### config.mk
export PLATFORM = sky130hd
export DESIGN_NAME = debug_load_ctrl
export DESIGN_NICKNAME = d
export VERILOG_FILES = /design/src/rtl/debug_load_ctrl.sv
export SDC_FILE = /design/constraint.sdc
export NUM_CORES = 1
export LEC_CHECK = 0
export BUFFER_PORTS_ARGS = -buffer_cell sky130_fd_sc_hd__buf_2
export CORE_AREA = 2 2 89 112
export CTS_BUF_LIST = sky130_fd_sc_hd__clkbuf_4 sky130_fd_sc_hd__clkbuf_8 sky130_fd_sc_hd__clkbuf_16
export DETAILED_ROUTE_END_ITERATION = 10
export DIE_AREA = 0 0 91 114
export PLACE_DENSITY = 0.56
export SYNTH_ARGS = -nofsm -noshare
export SYNTH_HDL_FRONTEND = slang
export SYNTH_SLANG_ARGS = --single-unit
### constraint.sdc
create_clock -name i_clk -period 4.46 [get_ports i_clk]
set_input_delay 0.892 -clock i_clk [delete_from_list [all_inputs] [get_ports i_clk]]
set_output_delay 0.892 -clock i_clk [all_outputs]
set_load 0.05 [all_outputs]
### src/rtl/debug_load_ctrl.sv
// debug_load_ctrl: decodes words from tx_buffer into program loads and CPU run/step/reset controls
module debug_load_ctrl #(
    parameter int                    WORD_WIDTH      = 32,
    parameter int                    IMEM_ADDR_WIDTH = 8,
    parameter logic [WORD_WIDTH-1:0] CMD_LOAD        = 32'h0000_0001,
    parameter logic [WORD_WIDTH-1:0] CMD_RUN         = 32'h0000_0002,
    parameter logic [WORD_WIDTH-1:0] CMD_STEP        = 32'h0000_0003,
    parameter logic [WORD_WIDTH-1:0] CMD_CPU_RST     = 32'h0000_0004
) (
    input  logic                       i_clk,
    input  logic                       i_reset,
    input  logic [WORD_WIDTH-1:0]      i_word,
    input  logic                       i_word_valid,
    input  logic                       i_cpu_halt,
    output logic                       o_imem_we,
    output logic [IMEM_ADDR_WIDTH-1:0] o_imem_addr,
    output logic [WORD_WIDTH-1:0]      o_imem_data,
    output logic                       o_cpu_enable,
    output logic                       o_cpu_reset,
    output logic                       o_load_done,
    output logic                       o_run_done,
    output logic                       o_err,
    output logic                       o_busy
);
    typedef enum logic [2:0] {IDLE, LOAD_CNT, LOAD_DATA, RUN, STEP} state_t;
    localparam logic [WORD_WIDTH-1:0]      MAX_N = WORD_WIDTH'(2 ** IMEM_ADDR_WIDTH);
    localparam logic [IMEM_ADDR_WIDTH:0]   ONE   = (IMEM_ADDR_WIDTH + 1)'(1);
    state_t                     state, state_nxt;
    logic [IMEM_ADDR_WIDTH:0]   remain, remain_nxt;
    logic [IMEM_ADDR_WIDTH-1:0] addr, addr_nxt, imem_addr_nxt;
    logic [WORD_WIDTH-1:0]      imem_data_nxt;
    logic we_nxt, en_nxt, crst_nxt, ld_nxt, rd_nxt, err_nxt;
    always_comb begin
        state_nxt     = state;
        remain_nxt    = remain;
        addr_nxt      = addr;
        imem_addr_nxt = o_imem_addr;
        imem_data_nxt = o_imem_data;
        we_nxt        = 1'b0;
        en_nxt        = 1'b0;
        crst_nxt      = 1'b0;
        ld_nxt        = 1'b0;
        rd_nxt        = 1'b0;
        err_nxt       = 1'b0;
        case (state)
            IDLE: if (i_word_valid) begin
                if (i_word == CMD_LOAD) state_nxt = LOAD_CNT;
                else if (i_word == CMD_RUN) begin
                    state_nxt = RUN;
                    en_nxt    = 1'b1;
                end else if (i_word == CMD_STEP) begin
                    state_nxt = STEP;
                    en_nxt    = 1'b1;
                end else if (i_word == CMD_CPU_RST) crst_nxt = 1'b1;
                else err_nxt = 1'b1;
            end
            LOAD_CNT: if (i_word_valid) begin
                if (i_word == '0) begin
                    ld_nxt    = 1'b1;
                    state_nxt = IDLE;
                end else if (i_word > MAX_N) begin
                    err_nxt   = 1'b1;
                    state_nxt = IDLE;
                end else begin
                    remain_nxt = i_word[IMEM_ADDR_WIDTH:0];
                    addr_nxt   = '0;
                    state_nxt  = LOAD_DATA;
                end
            end
            LOAD_DATA: if (i_word_valid) begin
                we_nxt        = 1'b1;
                imem_data_nxt = i_word;
                imem_addr_nxt = addr;
                addr_nxt      = addr + 1'b1;
                remain_nxt    = remain - 1'b1;
                if (remain == ONE) begin
                    ld_nxt    = 1'b1;
                    state_nxt = IDLE;
                end
            end
            RUN: begin
                err_nxt = i_word_valid;
                if (i_cpu_halt) begin
                    rd_nxt    = 1'b1;
                    state_nxt = IDLE;
                end else en_nxt = 1'b1;
            end
            STEP: begin
                err_nxt   = i_word_valid;
                state_nxt = IDLE;
            end
            default: state_nxt = IDLE;
        endcase
    end
    always_ff @(posedge i_clk or posedge i_reset) begin
        if (i_reset) begin
            state        <= IDLE;
            remain       <= '0;
            addr         <= '0;
            o_imem_we    <= 1'b0;
            o_imem_addr  <= '0;
            o_imem_data  <= '0;
            o_cpu_enable <= 1'b0;
            o_cpu_reset  <= 1'b0;
            o_load_done  <= 1'b0;
            o_run_done   <= 1'b0;
            o_err        <= 1'b0;
            o_busy       <= 1'b0;
        end else begin
            state        <= state_nxt;
            remain       <= remain_nxt;
            addr         <= addr_nxt;
            o_imem_we    <= we_nxt;
            o_imem_addr  <= imem_addr_nxt;
            o_imem_data  <= imem_data_nxt;
            o_cpu_enable <= en_nxt;
            o_cpu_reset  <= crst_nxt;
            o_load_done  <= ld_nxt;
            o_run_done   <= rd_nxt;
            o_err        <= err_nxt;
            o_busy       <= (state_nxt != IDLE);
        end
    end
endmodule
==> run metrics, run 1 <==
status=complete, no violations; Hold Startpoint=o_imem_addr[0]; Post-Route WL=~7.0 mm; DRC=0; Die H=114 µm; critical-path cell list=buf_2, nor2b_1, and2_2, buf_4, mux2_2; Placed Cells=468; largest net degree at the start of global routing=46; Slew HR=38.57%; Vias=approximately 2400; Reg2Reg Depth=4; FF-to-FF setup slack=2030 ps; maximum vdd drop=0.1641 mV; cell taking the most area after synthesis=dfrtp_1; CP bufs+invs=2; Arrival @ worst endpoint=2850 ps; die width=91 µm; sequential-to-total area share from yosys stat=a little over half; synth unique cells=40; die area=10370 µm²; antenna violations before repair=0; total negative slack=0 ps; syn avg cell area=around 11 µm²; final setup violation count=0; DRT Pass-1 Iters=4; Synth Net Count=309; Max Cap Viol=0; Setup Skew=slightly above 9 ps; total power per unit cell area=349.8 nW/µm²; synth-to-layout area growth=26.85%; critical path required time=4670 ps; synthesis-stage register bit count=67; initial core utilization=32.83%; area of the multi-input gates=1340 µm²; H-Tree Depth=3; cell row count=40; critical path depth=5; reg2reg end=o_imem_data[2]; io pins=83; vias in the first global route=2359; sequential cell area=1677 µm²; Hold/Removal Path Class=reg2reg; post-route ant nets=0; RSZ-0062 raised after global routing=false; routed len/inst=14.50 µm; gate count of the mapped netlist=270; Slew @ Worst Pin=a little over 900 ps; FF-to-FF Start=state[2]; Hold Path End=o_imem_addr[0]; share of cells above drive strength 1=41.90%; clock slew at reported path FFs=50 ps; DP HPWL=5.122 mm; root buffer cell=clkbuf_16; most common cell after layout, fill and taps aside=buf_2; Setup WS post-layout=1821 ps; Largest delay share family, worst path=simple AND/OR/NAND/NOR gates; GRT Overall Usage=14.49%; final count of hold timing violations=0; slowest library cell on the worst path=and2_2; Setup crit end kind=register; leakage=0.002037 µW; core area=9409 µm²; Port Buffers=82; clock sink count=67; most frequent cells in the layout=82 x buf_2, 67 x dfrtp_1, 41 x mux2_2; synth warn=0; Via-to-Cell Ratio=approximately 5.0; first-pass GRT wire length=11.69 mm; hold_buf cts=0; Hold Path Cell Cnt=1; CTS tree=built; share of the clock period used by the worst path after layout=59.17%; Finished Layout Cells=between 400 and 500; minimum clock period=2639 ps; post-synth design cell area=3089 µm²; Setup Fix Bufs, Post-CTS=0; worst-path fanout max=30; Power Total=approximately 1400 µW; total gr overflow=0; Crit Path Category=in2reg; startpoint class of the critical path=primary input; n_diodes=0; Num CTS Buffers=9; fin nets=a little under 400; clk_lat worst skew=330 ps; largest cells by area after synthesis=dfrtp_1 54%, mux2_2 15%, o21ai_0 4.2%; post_cts resized=0; RePlAce Congestion=0.8645; DP Worst Slack=1469 ps; Max stage delay on crit path=690 ps; initial DRC count=111; Pins Over Slew Limit=0; Yosys top cell area share=54.27%; Max clock buf depth=2; fill count=around 960; maximum clock rate=378.9 MHz
==> worst reg2reg max path: cells and delay by family, from the launching register on <==
family,cells,cell delay (ps)
simple gates,2,1090
flops,1,460
buf+inv,1,380
mux,1,380
==> layout make-up <==
class	instances	area share, %
Sequential cell	67	42.78
Clock inverter	4	1.277
Clock buffer	12	6.481
Tap cell	126	4.023
Timing Repair Buffer	84	10.86
Multi-Input combinational cell	187	34.20
Inverter	4	0.3831
==> synthesized netlist by cell type, drive strengths merged <==
| library cell | number |
|---|---|
| buf | 8 |
| or3 | 1 |
| o31ai | 1 |
| nor3b | 1 |
| a311oi | 1 |
| nor2b | 6 |
| a311o | 1 |
| and4 | 1 |
| a41o | 1 |
| xor2 | 7 |
| nand3 | 4 |
| or4 | 1 |
| nor4 | 10 |
| a22oi | 1 |
| a21oi | 12 |
| and2 | 2 |
| nor2 | 18 |
| clkbuf | 4 |
| dfrtp | 67 |
| o211a | 1 |
| nor3 | 8 |
| o21ai | 26 |
| and3 | 5 |
| o311a | 1 |
| a21boi | 2 |
| xnor2 | 1 |
| nand4 | 3 |
| nand2 | 18 |
| nand2b | 5 |
| nand4b | 3 |
| o41ai | 1 |
| mux2 | 41 |
| ha | 3 |
| o22ai | 1 |
| inv | 4 |
==> report_power, final <==
part           internal [µW]  total [µW]  switching [µW]
logic                   18.3        53.4            35.1
clock network            459         708             249
registers                609         609           0.228
==> layer usage <==
layer	track usage [%]	routed length, µm	up-vias
li1	-	-	1140
met1	17.73	3166	1177
met2	23.01	3305	74
met3	4.491	380	14
met4	7.576	164	0
met5	0	0	-
==> flip-flops by register name, summed over array words and instances (netlist names) <==
name and flops:
o_imem_we 1, addr 8, state 3, o_busy 1
o_err 1, o_imem_data 32, o_cpu_enable 1, o_cpu_reset 1
o_run_done 1, o_load_done 1, o_imem_addr 8, remain 9
==> through the flow <==
step,hold slack (ps),util (%),area [µm²]
after global routing,509.3,41.65,3919
after CTS,501.2,41.65,3919
final,498.7,41.65,3919
after floorplan,460.3,-,3089
after global placement,485.2,38.42,3615
after detailed placement,488.2,38.42,3615
==> cell families after synthesis <==
| kind of cell | count (synthesis) | share of synthesized area, % |
|---|---|---|
| and+or+nand+nor | 86 | 15.35 |
| muxes | 41 | 14.95 |
| buffers and inverters | 16 | 2.389 |
| xor gates and xnor gates | 8 | 2.268 |
| DFF | 67 | 54.27 |
| AOI/OAI and AO/OA | 49 | 9.558 |
| adders and majority gates | 3 | 1.215 |
==> how the worst max path moves through the flow <==
stage | from | slack, ps | endpoint
global route | i_word_valid | 1660 | o_imem_data[10]
finish | i_word_valid | 1820 | o_imem_data[2]
detailed placement | i_word_valid | 1470 | o_imem_data[2]
floorplan | i_reset | 1880 | addr[0]
global placement | i_word_valid | 1540 | o_imem_data[20]
CTS | i_word_valid | 1830 | o_imem_data[23]
Note: power is estimated with default switching activity, not from simulation.
==> run 2, diff against run 1 <==
PLACE_DENSITY = 0.58   (was 0.56)
clock period = 2.23 ns   (was 4.46 ns; I/O delays follow)
==> run metrics, run 2 (same netlist as run 1, synthesis figures left out) <==
final count of hold timing violations=0 (unchanged); startpoint class of the critical path=primary input; Via-to-Cell Ratio=4.885 (-1.7%); Finished Layout Cells=503 (+3.9%); Vias=2457 (+2.2%); Slew HR=62.87% (+24 points); share of the clock period used by the worst path after layout=about nine tenths; most used cell, CP=buf_4; sw frac=19.40% (-1.4 points); Comb pwr share=4.5% (+0.6 points); cell row count=40 (unchanged); FF-to-FF Start=state[2]; max reg flops=32 (unchanged); RSZ-0062 raised after global routing=false; clk_lat worst skew=320 ps (about the same); Sequential Power Share=44.5% (about the same); Critical Path Start=i_word[2]; Port Buffers=82 (unchanged); Top Registers=o_imem_data: 32 flops, remain: 9 flops; Setup crit end kind=register; DP HPWL=5.427 mm (+5.9%); Slew @ Worst Pin=555.7 ps (-364.4 ps); Setup Fix Bufs, Post-CTS=0 (unchanged); io pins=83 (unchanged); final setup violation count=0 (unchanged); share of cells above drive strength 1=44.83% (+2.9 points); fin nets=412 (+5.1%); Largest delay share family, worst path=compound AO/OA/AOI/OAI gates; end-of-flow core utilization=43.50% (+1.8 points); post-route ant nets=0 (unchanged); final hold slack=205.6 ps (-293.1 ps); vias in the first global route=2530 (+7.2%); most common cell after layout, fill and taps aside=buf_2; net load switching power=531.3 µW (+87%); first-pass GRT wire length=12.18 mm (+4.2%); Max clock buf depth=2 (unchanged); DRT Pass-1 Iters=4 (unchanged); Post-Route WL=7.164 mm (+2.1%); DP Worst Slack=-96.72 ps (-1566 ps); critical-path cell list=buf_2, nor4_1, a21oi_1, o211a_1, buf_4, a21oi_2, buf_4, o21ai_0; initial core utilization=32.83% (unchanged); routed len/inst=14.24 µm (-1.8%); Max stage delay on crit path=480 ps (-210 ps); critical path required time=2420 ps (-2250 ps); most frequent cells in the layout=82 x buf_2, 67 x dfrtp_1, 41 x mux2_2; minimum clock period=2021 ps; post_cts resized=0 (unchanged); Max Cap Viol=0 (unchanged); Hold/Removal Path Class=in2async; fraction of power consumed by the clock network=51.1% (-0.6 points); RePlAce Congestion=0.8365 (-3.2%); initial DRC count=159 (+43%); maximum vdd drop=0.3409 mV (+110%); clock sink count=67 (unchanged); clock slew at reported path FFs=50 ps (about the same); H-Tree Depth=3 (unchanged); Pins Over Slew Limit=0 (unchanged); fill count=958 (-0.10%); worst-path fanout max=6 (-80%); Placed Cells=488 (+4.3%); die area=10370 µm² (unchanged); GRT Overall Usage=14.84% (+0.36 points); CP bufs+invs=3 (+1); n_diodes=0 (unchanged); synth-to-layout area growth=32.48%; total gr overflow=0 (unchanged); slowest library cell on the worst path=nor4_1; sequential cell area=1677 µm² (unchanged); Int Power=2208 µW (+100%); DRC=0 (unchanged); core area=9409 µm² (unchanged); maximum clock rate=494.8 MHz; total power per unit cell area=669.3 nW/µm² (+91%); root buffer cell=clkbuf_16; Setup Skew=4.764 ps (-4.381 ps); die width=91 µm (unchanged); Arrival @ worst endpoint=2210 ps (-640 ps); largest net degree at the start of global routing=68 (+48%); Die H=114 µm (unchanged); antenna violations before repair=0 (unchanged); status=complete, no violations; area of the multi-input gates=1340 µm² (unchanged); Crit Path Category=in2reg; Setup WS post-layout=208.8 ps (-1612 ps); CTS tree=built; hold_buf cts=0 (unchanged); Num CTS Buffers=9 (unchanged); leakage=0.002149 µW (+5.5%); Most flops, register=o_imem_data
==> run 2: changes by cell type in the layout (fill, tap and decap cells not counted), sizes merged <==
cell	change
buf	+20
clkbuf	+1
clkinvlp	-2
==> run 2: worst min-delay path: stages <==
cell and delay (ps):
buf_2 110, inv_2 60, buf_12 310
==> run 2: area by class of cell <==
class                   instances  area share (%)
well taps                     126           3.852
flip-flops and latches         67           40.97
clock inverters                 2          0.8560
repair buffers                104           14.67
inverters                       4          0.3669
clock buffers                  13           6.542
multi-input cells             187           32.74
==> run 2: routing by layer <==
layer / up-vias / part of all wire (%) / track usage, %
li1: 1177 / - / -
met1: 1185 / 43 / 17.84
met2: 83 / 49 / 24.69
met3: 12 / 6.2 / 5.350
met4: 0 / 1.7 / 5.152
met5: - / 0 / 0
==> run 2: path summary, 6_finish.rpt <==
check,depth (start not counted),to,slack (ps)
min,3,state[1],210
max reg2reg,5,remain[8],360
min in group i_clk,2,o_imem_data[12],370
min reg2reg,1,o_imem_data[28],500
max,8,remain[2],210
max in group asynchronous,3,remain[1],1750
==> run 2: power by group through the flow <==
stage          clock network, µW  logic (µW)  registers [µW]
2_1_floorplan                  0        44.5            1240
3_3_place_gp                   0         124            1240
3_5_place_dp                   0         125            1240
4_1_cts                     1450         125            1220
5_1_grt                     1510         137            1220
6_report                    1400         122            1220
==> run 2: stage by stage <==
stage | TNS, ps | total power, µW | cell area [µm²]
global placement | -741.9 | 1363 | 3790
detailed placement | -870.6 | 1364 | 3790
finish | 0 | 2739 | 4093
CTS | 0 | 2791 | 4093
global route | 0 | 2865 | 4093
floorplan | 0 | 1287 | 3089
